File: src/rtl/alu_arbiter_if.sv
// Request/response and ALU-side bundle for alu_arbiter.
// The slave modport is the arbiter's view; master is the requesters, consumer and ALU.
interface alu_arbiter_if #(
    parameter int WIDTH = 32,
    parameter int N_REQ = 2,
    parameter int IDW   = 3
);
    logic [N_REQ-1:0]       req_valid;
    logic [N_REQ-1:0]       req_ready;
    logic [N_REQ*WIDTH-1:0] req_a;
    logic [N_REQ*WIDTH-1:0] req_b;
    logic [N_REQ*4-1:0]     req_ctrl;
    logic [WIDTH-1:0]       alu_a;
    logic [WIDTH-1:0]       alu_b;
    logic [3:0]             alu_ctrl;
    logic [WIDTH-1:0]       alu_result;
    logic                   alu_zero;
    logic                   rsp_valid;
    logic                   rsp_ready;
    logic [IDW-1:0]         rsp_id;
    logic [WIDTH-1:0]       rsp_result;
    logic                   rsp_zero;
    logic                   rsp_err;

    modport slave (
        input  req_valid, req_a, req_b, req_ctrl, alu_result, alu_zero, rsp_ready,
        output req_ready, alu_a, alu_b, alu_ctrl, rsp_valid, rsp_id, rsp_result, rsp_zero, rsp_err
    );

    modport master (
        output req_valid, req_a, req_b, req_ctrl, alu_result, alu_zero, rsp_ready,
        input  req_ready, alu_a, alu_b, alu_ctrl, rsp_valid, rsp_id, rsp_result, rsp_zero, rsp_err
    );
endinterface

File: src/rtl/alu_arbiter.sv
// Round-robin arbiter sharing one combinational ALU among N_REQ requesters,
// with a one-entry registered response slot tagged by requester index.
module alu_arbiter #(
    parameter int WIDTH = 32,
    parameter int N_REQ = 2,
    parameter int IDW   = 3
) (
    input  logic          clk,
    input  logic          rst_n,
    alu_arbiter_if.slave  bus
);
    localparam int PTRW = (N_REQ > 1) ? $clog2(N_REQ) : 1;

    typedef enum logic {EMPTY, FULL} state_t;

    state_t           r_state;
    state_t           w_nextState;
    logic [PTRW-1:0]  r_rrLast;
    logic [PTRW-1:0]  w_winner;
    logic [PTRW-1:0]  w_cand;
    logic             w_anyValid;
    logic             w_slotFree;
    logic             w_accept;
    logic             w_ctrlLegal;
    logic [3:0]       w_winCtrl;
    logic [IDW-1:0]   r_rspId;
    logic [WIDTH-1:0] r_rspResult;
    logic             r_rspZero;
    logic             r_rspErr;

    always_ff @(posedge clk or negedge rst_n) begin
        if (!rst_n) begin
            r_state <= EMPTY;
        end else begin
            r_state <= w_nextState;
        end
    end

    // Search starts one past the last winner so every requester gets a turn.
    always_comb begin
        w_anyValid = 1'b0;
        w_winner   = '0;
        w_cand     = '0;
        for (int i = 1; i <= N_REQ; i++) begin
            w_cand = PTRW'((int'(r_rrLast) + i) % N_REQ);
            if (!w_anyValid && bus.req_valid[w_cand]) begin
                w_anyValid = 1'b1;
                w_winner   = w_cand;
            end
        end
    end

    always_comb begin
        w_slotFree = (r_state == EMPTY) || bus.rsp_ready;
        w_accept   = w_anyValid && w_slotFree;
    end

    always_comb begin
        w_nextState = r_state;
        case (r_state)
            EMPTY:   if (w_accept) w_nextState = FULL;
            FULL:    if (!w_accept && bus.rsp_ready) w_nextState = EMPTY;
            default: w_nextState = EMPTY;
        endcase
    end

    always_comb begin
        bus.req_ready = '0;
        bus.alu_a     = '0;
        bus.alu_b     = '0;
        bus.alu_ctrl  = '0;
        for (int k = 0; k < N_REQ; k++) begin
            if (w_anyValid && (w_winner == PTRW'(k))) begin
                bus.req_ready[k] = w_accept;
                bus.alu_a        = bus.req_a[k*WIDTH +: WIDTH];
                bus.alu_b        = bus.req_b[k*WIDTH +: WIDTH];
                bus.alu_ctrl     = bus.req_ctrl[k*4 +: 4];
            end
        end
        bus.rsp_valid  = (r_state == FULL);
        bus.rsp_id     = r_rspId;
        bus.rsp_result = r_rspResult;
        bus.rsp_zero   = r_rspZero;
        bus.rsp_err    = r_rspErr;
    end

    always_comb begin
        w_winCtrl   = bus.alu_ctrl;
        w_ctrlLegal = w_winCtrl inside {4'd0, 4'd1, 4'd2, 4'd6, 4'd7, 4'd12};
    end

    // An illegal code reports result 0 / zero 1 regardless of what the ALU produced.
    always_ff @(posedge clk or negedge rst_n) begin
        if (!rst_n) begin
            r_rspId     <= '0;
            r_rspResult <= '0;
            r_rspZero   <= 1'b0;
            r_rspErr    <= 1'b0;
            r_rrLast    <= PTRW'(N_REQ - 1);
        end else if (w_accept) begin
            r_rspId     <= IDW'(w_winner);
            r_rspErr    <= !w_ctrlLegal;
            r_rspResult <= w_ctrlLegal ? bus.alu_result : '0;
            r_rspZero   <= w_ctrlLegal ? bus.alu_zero : 1'b1;
            r_rrLast    <= w_winner;
        end
    end
endmodule

File: src/flat_wrapper.sv
// flat-port wrapper written by rule: the top's interface ports become plain ports
module alu_arbiter_flat 
#(
    parameter int WIDTH = 32,
    parameter int N_REQ = 2,
    parameter int IDW   = 3
)
  (clk, rst_n, bus_req_valid, bus_req_a, bus_req_b, bus_req_ctrl, bus_alu_result, bus_alu_zero, bus_rsp_ready, bus_req_ready, bus_alu_a, bus_alu_b, bus_alu_ctrl, bus_rsp_valid, bus_rsp_id, bus_rsp_result, bus_rsp_zero, bus_rsp_err);
  alu_arbiter_if #(.WIDTH(WIDTH), .N_REQ(N_REQ), .IDW(IDW)) bus_i ();
  input  logic clk;
  input  logic rst_n;
  input wire logic [$bits(bus_i.req_valid)-1:0] bus_req_valid;
  input wire logic [$bits(bus_i.req_a)-1:0] bus_req_a;
  input wire logic [$bits(bus_i.req_b)-1:0] bus_req_b;
  input wire logic [$bits(bus_i.req_ctrl)-1:0] bus_req_ctrl;
  input wire logic [$bits(bus_i.alu_result)-1:0] bus_alu_result;
  input wire logic [$bits(bus_i.alu_zero)-1:0] bus_alu_zero;
  input wire logic [$bits(bus_i.rsp_ready)-1:0] bus_rsp_ready;
  output wire logic [$bits(bus_i.req_ready)-1:0] bus_req_ready;
  output wire logic [$bits(bus_i.alu_a)-1:0] bus_alu_a;
  output wire logic [$bits(bus_i.alu_b)-1:0] bus_alu_b;
  output wire logic [$bits(bus_i.alu_ctrl)-1:0] bus_alu_ctrl;
  output wire logic [$bits(bus_i.rsp_valid)-1:0] bus_rsp_valid;
  output wire logic [$bits(bus_i.rsp_id)-1:0] bus_rsp_id;
  output wire logic [$bits(bus_i.rsp_result)-1:0] bus_rsp_result;
  output wire logic [$bits(bus_i.rsp_zero)-1:0] bus_rsp_zero;
  output wire logic [$bits(bus_i.rsp_err)-1:0] bus_rsp_err;
  assign bus_i.req_valid = bus_req_valid;
  assign bus_i.req_a = bus_req_a;
  assign bus_i.req_b = bus_req_b;
  assign bus_i.req_ctrl = bus_req_ctrl;
  assign bus_i.alu_result = bus_alu_result;
  assign bus_i.alu_zero = bus_alu_zero;
  assign bus_i.rsp_ready = bus_rsp_ready;
  assign bus_req_ready = bus_i.req_ready;
  assign bus_alu_a = bus_i.alu_a;
  assign bus_alu_b = bus_i.alu_b;
  assign bus_alu_ctrl = bus_i.alu_ctrl;
  assign bus_rsp_valid = bus_i.rsp_valid;
  assign bus_rsp_id = bus_i.rsp_id;
  assign bus_rsp_result = bus_i.rsp_result;
  assign bus_rsp_zero = bus_i.rsp_zero;
  assign bus_rsp_err = bus_i.rsp_err;
  alu_arbiter #(.WIDTH(WIDTH), .N_REQ(N_REQ), .IDW(IDW)) u_core (.clk(clk), .rst_n(rst_n), .bus(bus_i));
endmodule
File: config.mk
export PLATFORM = sky130hd
export DESIGN_NAME = alu_arbiter_flat
export DESIGN_NICKNAME = d
export VERILOG_FILES = /design/src/rtl/alu_arbiter_if.sv /design/src/rtl/alu_arbiter.sv /design/src/flat_wrapper.sv
export SDC_FILE = /design/constraint.sdc
export NUM_CORES = 1
export LEC_CHECK = 0
export ABC_CLOCK_PERIOD_IN_PS = 2800
export CORE_AREA = 4 4 107 109
export CTS_CLUSTER_DIAMETER = 30
export DETAILED_ROUTE_END_ITERATION = 12
export DIE_AREA = 0 0 111 113
export GPL_TIMING_DRIVEN = 0
export PLACE_DENSITY_LB_ADDON = 0.12
export RECOVER_POWER = 50
export SKIP_CTS_REPAIR_TIMING = 1
export SYNTH_ARGS = -nofsm -noshare
export SYNTH_HDL_FRONTEND = slang
export SYNTH_SLANG_ARGS = --single-unit
export TNS_END_PERCENT = 50
File: constraint.sdc
create_clock -name clk -period 2.8 [get_ports clk]
set_clock_uncertainty 0.1 [all_clocks]
set_input_delay 0.84 -clock clk [delete_from_list [all_inputs] [get_ports clk]]
set_output_delay 0.84 -clock clk [all_outputs]
set_load 0.1 [all_outputs]
==> run summary <==
The finished cells cover 7120 um^2. Walking the worst path, the cells encountered are buf_8 > buf_6 > and2_4 > buf_12 > clkbuf_16 > a22o_4 > buf_12. The number of antenna repair diodes was 0. Counting along the longest clock path gives a buffer depth of 2. The tools report the final sum of negative setup slack as -6.30 ns. The first global-routing pass estimated 19,200 um of wire. For the data required time at the worst endpoint, the log shows 1.86 ns. The number of buffers created by CTS is 5, and the I/O pin total is 282. The logs give 12,500 um^2 for the full die area and 8320 um for the met2 layer wire length in the routed design. In this run the top signal layer used is met4. The analysis attributes to cell leakage a power of 3.03 nW. The largest fanout on the critical path came out at 5.

The tools report the number of maximum-capacitance violations as 1. Of the synthesized area, sequential elements account for 39.5%. After detailed routing, the wire length on met1 is 5340 um. After detailed routing, the met3 layer carries 1100 um of wire. Clock-pin slew was measured on the worst setup and hold paths at 0.08 ns.

Yosys mapped the design onto 32 distinct sky130hd cell types. The number of warnings issued by yosys came out at 0. The worst pin sits at a relative slew slack of -35.4%. The number of clock sinks seen by CTS is 37. The gate count of the mapped netlist is 252. The initialized floorplan defines 38 standard-cell rows. The final number of hold-violating endpoints is 0, and the number of global-route vias before repair is 3,300. The cell repeated most along the worst path is sky130_fd_sc_hd__buf_12. The routed wire length came out at 14,900 um.

TritonCTS built the clock tree. Final standard cell utilization of the core: 67.1%. STA classifies the critical path startpoint as an input port.

The via-per-instance ratio is 4.67, and the ratio of final minimum period to clock period is 104%. Timing would allow up to 342 MHz. The estimated wirelength of the detail-placed design was 10,700 um; the count of buffers inserted at the top-level ports was 279. The flip-flop and latch count after synthesis works out to 37. Endpoint kind of the worst setup timing path: an output pin.

In this run the cell area measured after placement is 5890 um^2. Die width: 111 um. The logs give 0 for the residual DRC count and 0.388 ns for the final-layout worst hold slack. The post-route netlist has 40.1% of its cells at a drive strength greater than 1.

The filler cells instantiated in the layout total 787. A synthesized cell averages 9.32 um^2. The run gives 2 as the number of levels the H-tree was split into. For the total count of max-transition violations in the final report, the log shows 38.

The worst setup path is of the input port to output pin kind. The largest stage delay on the critical path was 0.26 ns. The slowest stage cell on the critical path is sky130_fd_sc_hd__a22o_4. In this run the remaining antenna-violating nets after routing total 0.

For this run the aggregate overflow at the end of global routing stands at 0. From synthesis to final layout, the design area changed by 203%. The data arrival time of the critical path was 1.98 ns. The via count of the routed design was 3,242. Summing every instance area after synthesis gives 2350 um^2. Dividing the detail-routed wire length by the instance count gives 21.4 um.

The worst vdd rail ir drop came out at 0.410 mV. For the worst setup margin, the log shows -0.124 ns. Setup repair after global routing could not meet its margin everywhere. After floorplanning, the core was sized to cover 10,600 um^2. Power per cell area: 608 nW/um^2. The minimum clock period works out to 2.92 ns. The die extent in y was 113 um. CTS root buffer: sky130_fd_sc_hd__clkbuf_8. The run gives 0 as the initial antenna violation count. Summing all multi-input logic gate instances after layout gives 1840 um^2. The flow ran to the end, but the final reports show violations. The cell depth of the worst hold path works out to 1. For this block, the initial DRC count from the detailed router was 207.

Number of cells traversed by the worst register-to-register path: 7. The tools report the clock latency reported for the late side of the worst-skew pair as 0.28 ns. In the global route stage, overall resource usage came out at 19.1%.

Routability-driven placement finished with a final weighted congestion of 0.846. Maximum number of pins on one net before global-route repair: 38. The final reports fail on capacitance limit, slew limit, setup timing. Setup violations remaining at the end of the flow were counted as 63.

For this configuration, the core starts out at a cell density of 22.2%. For this run, the detailed router's first-pass iteration total came to 4. The final net count came out at 727.

The tightest min-delay check is of the register to register type. The register area was 927 um^2; the transition time of the tightest slew-check pin was 2.03 ns.
## sequential cells by signal, indices dropped and copies added (netlist names)
signal	flops
u_core.bus.rsp_zero	1
u_core.bus.rsp_id	1
u_core.r_rrLast	1
u_core.bus.rsp_valid	1
u_core.bus.rsp_result	32
u_core.bus.rsp_err	1
## metrics by stage
stage               setup WS, ns  total power [W]  std cells
floorplan                -0.0143          0.00265        253
global placement           -1.85          0.00338        672
detailed placement         -1.87          0.00339        672
CTS                        -1.88          0.00388        680
global route              -0.140          0.00446        694
finish                    -0.124          0.00433        694
## Yosys cell counts
cell type / number / area share, %
sky130_fd_sc_hd__dfrtp_1: 36 / 38
sky130_fd_sc_hd__a21oi_1: 3 / 0.64
sky130_fd_sc_hd__dfstp_2: 1 / 1.1
sky130_fd_sc_hd__o21ai_1: 1 / 0.21
sky130_fd_sc_hd__clkbuf_1: 16 / 2.6
sky130_fd_sc_hd__a21boi_2: 1 / 0.48
sky130_fd_sc_hd__buf_4: 2 / 0.64
sky130_fd_sc_hd__nor4b_2: 1 / 0.64
sky130_fd_sc_hd__o31ai_2: 1 / 0.53
sky130_fd_sc_hd__a211oi_1: 1 / 0.32
sky130_fd_sc_hd__and3_1: 1 / 0.27
sky130_fd_sc_hd__a31oi_1: 1 / 0.27
sky130_fd_sc_hd__buf_2: 1 / 0.21
sky130_fd_sc_hd__buf_1: 5 / 0.80
sky130_fd_sc_hd__a21o_1: 2 / 0.64
sky130_fd_sc_hd__inv_1: 1 / 0.16
sky130_fd_sc_hd__inv_2: 1 / 0.16
sky130_fd_sc_hd__nand3b_1: 1 / 0.32
sky130_fd_sc_hd__o21a_1: 1 / 0.32
sky130_fd_sc_hd__nor2_1: 1 / 0.16
sky130_fd_sc_hd__and2_1: 2 / 0.53
sky130_fd_sc_hd__a22o_1: 64 / 24
sky130_fd_sc_hd__nand2b_1: 1 / 0.27
sky130_fd_sc_hd__nand2_1: 67 / 11
sky130_fd_sc_hd__a32o_2: 2 / 0.96
sky130_fd_sc_hd__nor3_4: 1 / 0.69
sky130_fd_sc_hd__conb_1: 1 / 0.16
sky130_fd_sc_hd__a32oi_1: 1 / 0.37
sky130_fd_sc_hd__a32oi_2: 1 / 0.69
sky130_fd_sc_hd__buf_6: 3 / 1.4
sky130_fd_sc_hd__a21oi_2: 30 / 11
sky130_fd_sc_hd__nand2b_2: 1 / 0.37
## final timing paths
kind / start / endpoint / slack, ns
min: u_core.bus.rsp_err$_DFFE_PN0P_ / u_core.bus.rsp_err$_DFFE_PN0P_ / 0.39
min reg2reg: u_core.bus.rsp_err$_DFFE_PN0P_ / u_core.bus.rsp_err$_DFFE_PN0P_ / 0.39
max: bus_req_valid[0] / bus_alu_b[30] / -0.12
max in group asynchronous: rst_n / u_core.bus.rsp_result[31]$_DFFE_PN0P_ / 0.42
min in group asynchronous: rst_n / u_core.bus.rsp_result[3]$_DFFE_PN0P_ / 1.02
max reg2reg: u_core.r_rrLast$_DFFE_PN1P_ / u_core.bus.rsp_result[7]$_DFFE_PN0P_ / 0.56
## cell families after synthesis
group	count (synthesis)	synth area share, %
compound gates	109	40.5
buf+inv	29	5.96
flops	37	39.5
other cells	1	0.160
simple gates	76	14.0
## cells in the final DEF, fill, tap and decap left out, types with 3 or more instances in the layout
| cell | n |
|---|---|
| sky130_fd_sc_hd__buf_4 | 5 |
| sky130_fd_sc_hd__buf_6 | 12 |
| sky130_fd_sc_hd__buf_8 | 3 |
| sky130_fd_sc_hd__clkbuf_1 | 10 |
| sky130_fd_sc_hd__a22o_4 | 60 |
| sky130_fd_sc_hd__clkdlybuf4s50_1 | 203 |
| sky130_fd_sc_hd__buf_12 | 75 |
| sky130_fd_sc_hd__a22o_2 | 4 |
| sky130_fd_sc_hd__clkbuf_8 | 5 |
| sky130_fd_sc_hd__dfrtp_1 | 36 |
| sky130_fd_sc_hd__nand2_1 | 67 |
| sky130_fd_sc_hd__a21oi_2 | 30 |
| sky130_fd_sc_hd__a21oi_1 | 3 |
| sky130_fd_sc_hd__clkbuf_16 | 10 |
## metal layers
metal / vias up / global-route usage [%]
met4: 0 / 2.71
met5: - / 0
met1: 1555 / 21.8
met2: 152 / 36.1
met3: 12 / 5.61
li1: 1523 / -
## worst max-delay path: cells and delay by family
family / cells / cell delay (ns)
and+or+nand+nor: 1 / 0.18
buffers and inverters: 5 / 0.68
AOI/OAI and AO/OA: 1 / 0.26
## power by group
| part | leakage (nW) | total, W | internal [W] | switching (W) |
|---|---|---|---|---|
| clock network | 0.0585 | 0.000477 | 0.000267 | 0.000209 |
| registers | 0.468 | 0.000663 | 0.000616 | 0.0000476 |
| logic | 2.50 | 0.00319 | 0.00119 | 0.00200 |
| total | 3.03 | 0.00433 | 0.00207 | 0.00226 |
## layout make-up
type	instances	area share [%]
clock buffer	5	0.967
inverter	2	0.105
tap	140	2.46
buffer	27	4.61
sequential	37	13.0
clock inverter	3	0.615
multi-input combinational	187	25.8
timing repair buffer	293	52.4
No activity file was read; power rests on OpenSTA's default activity.
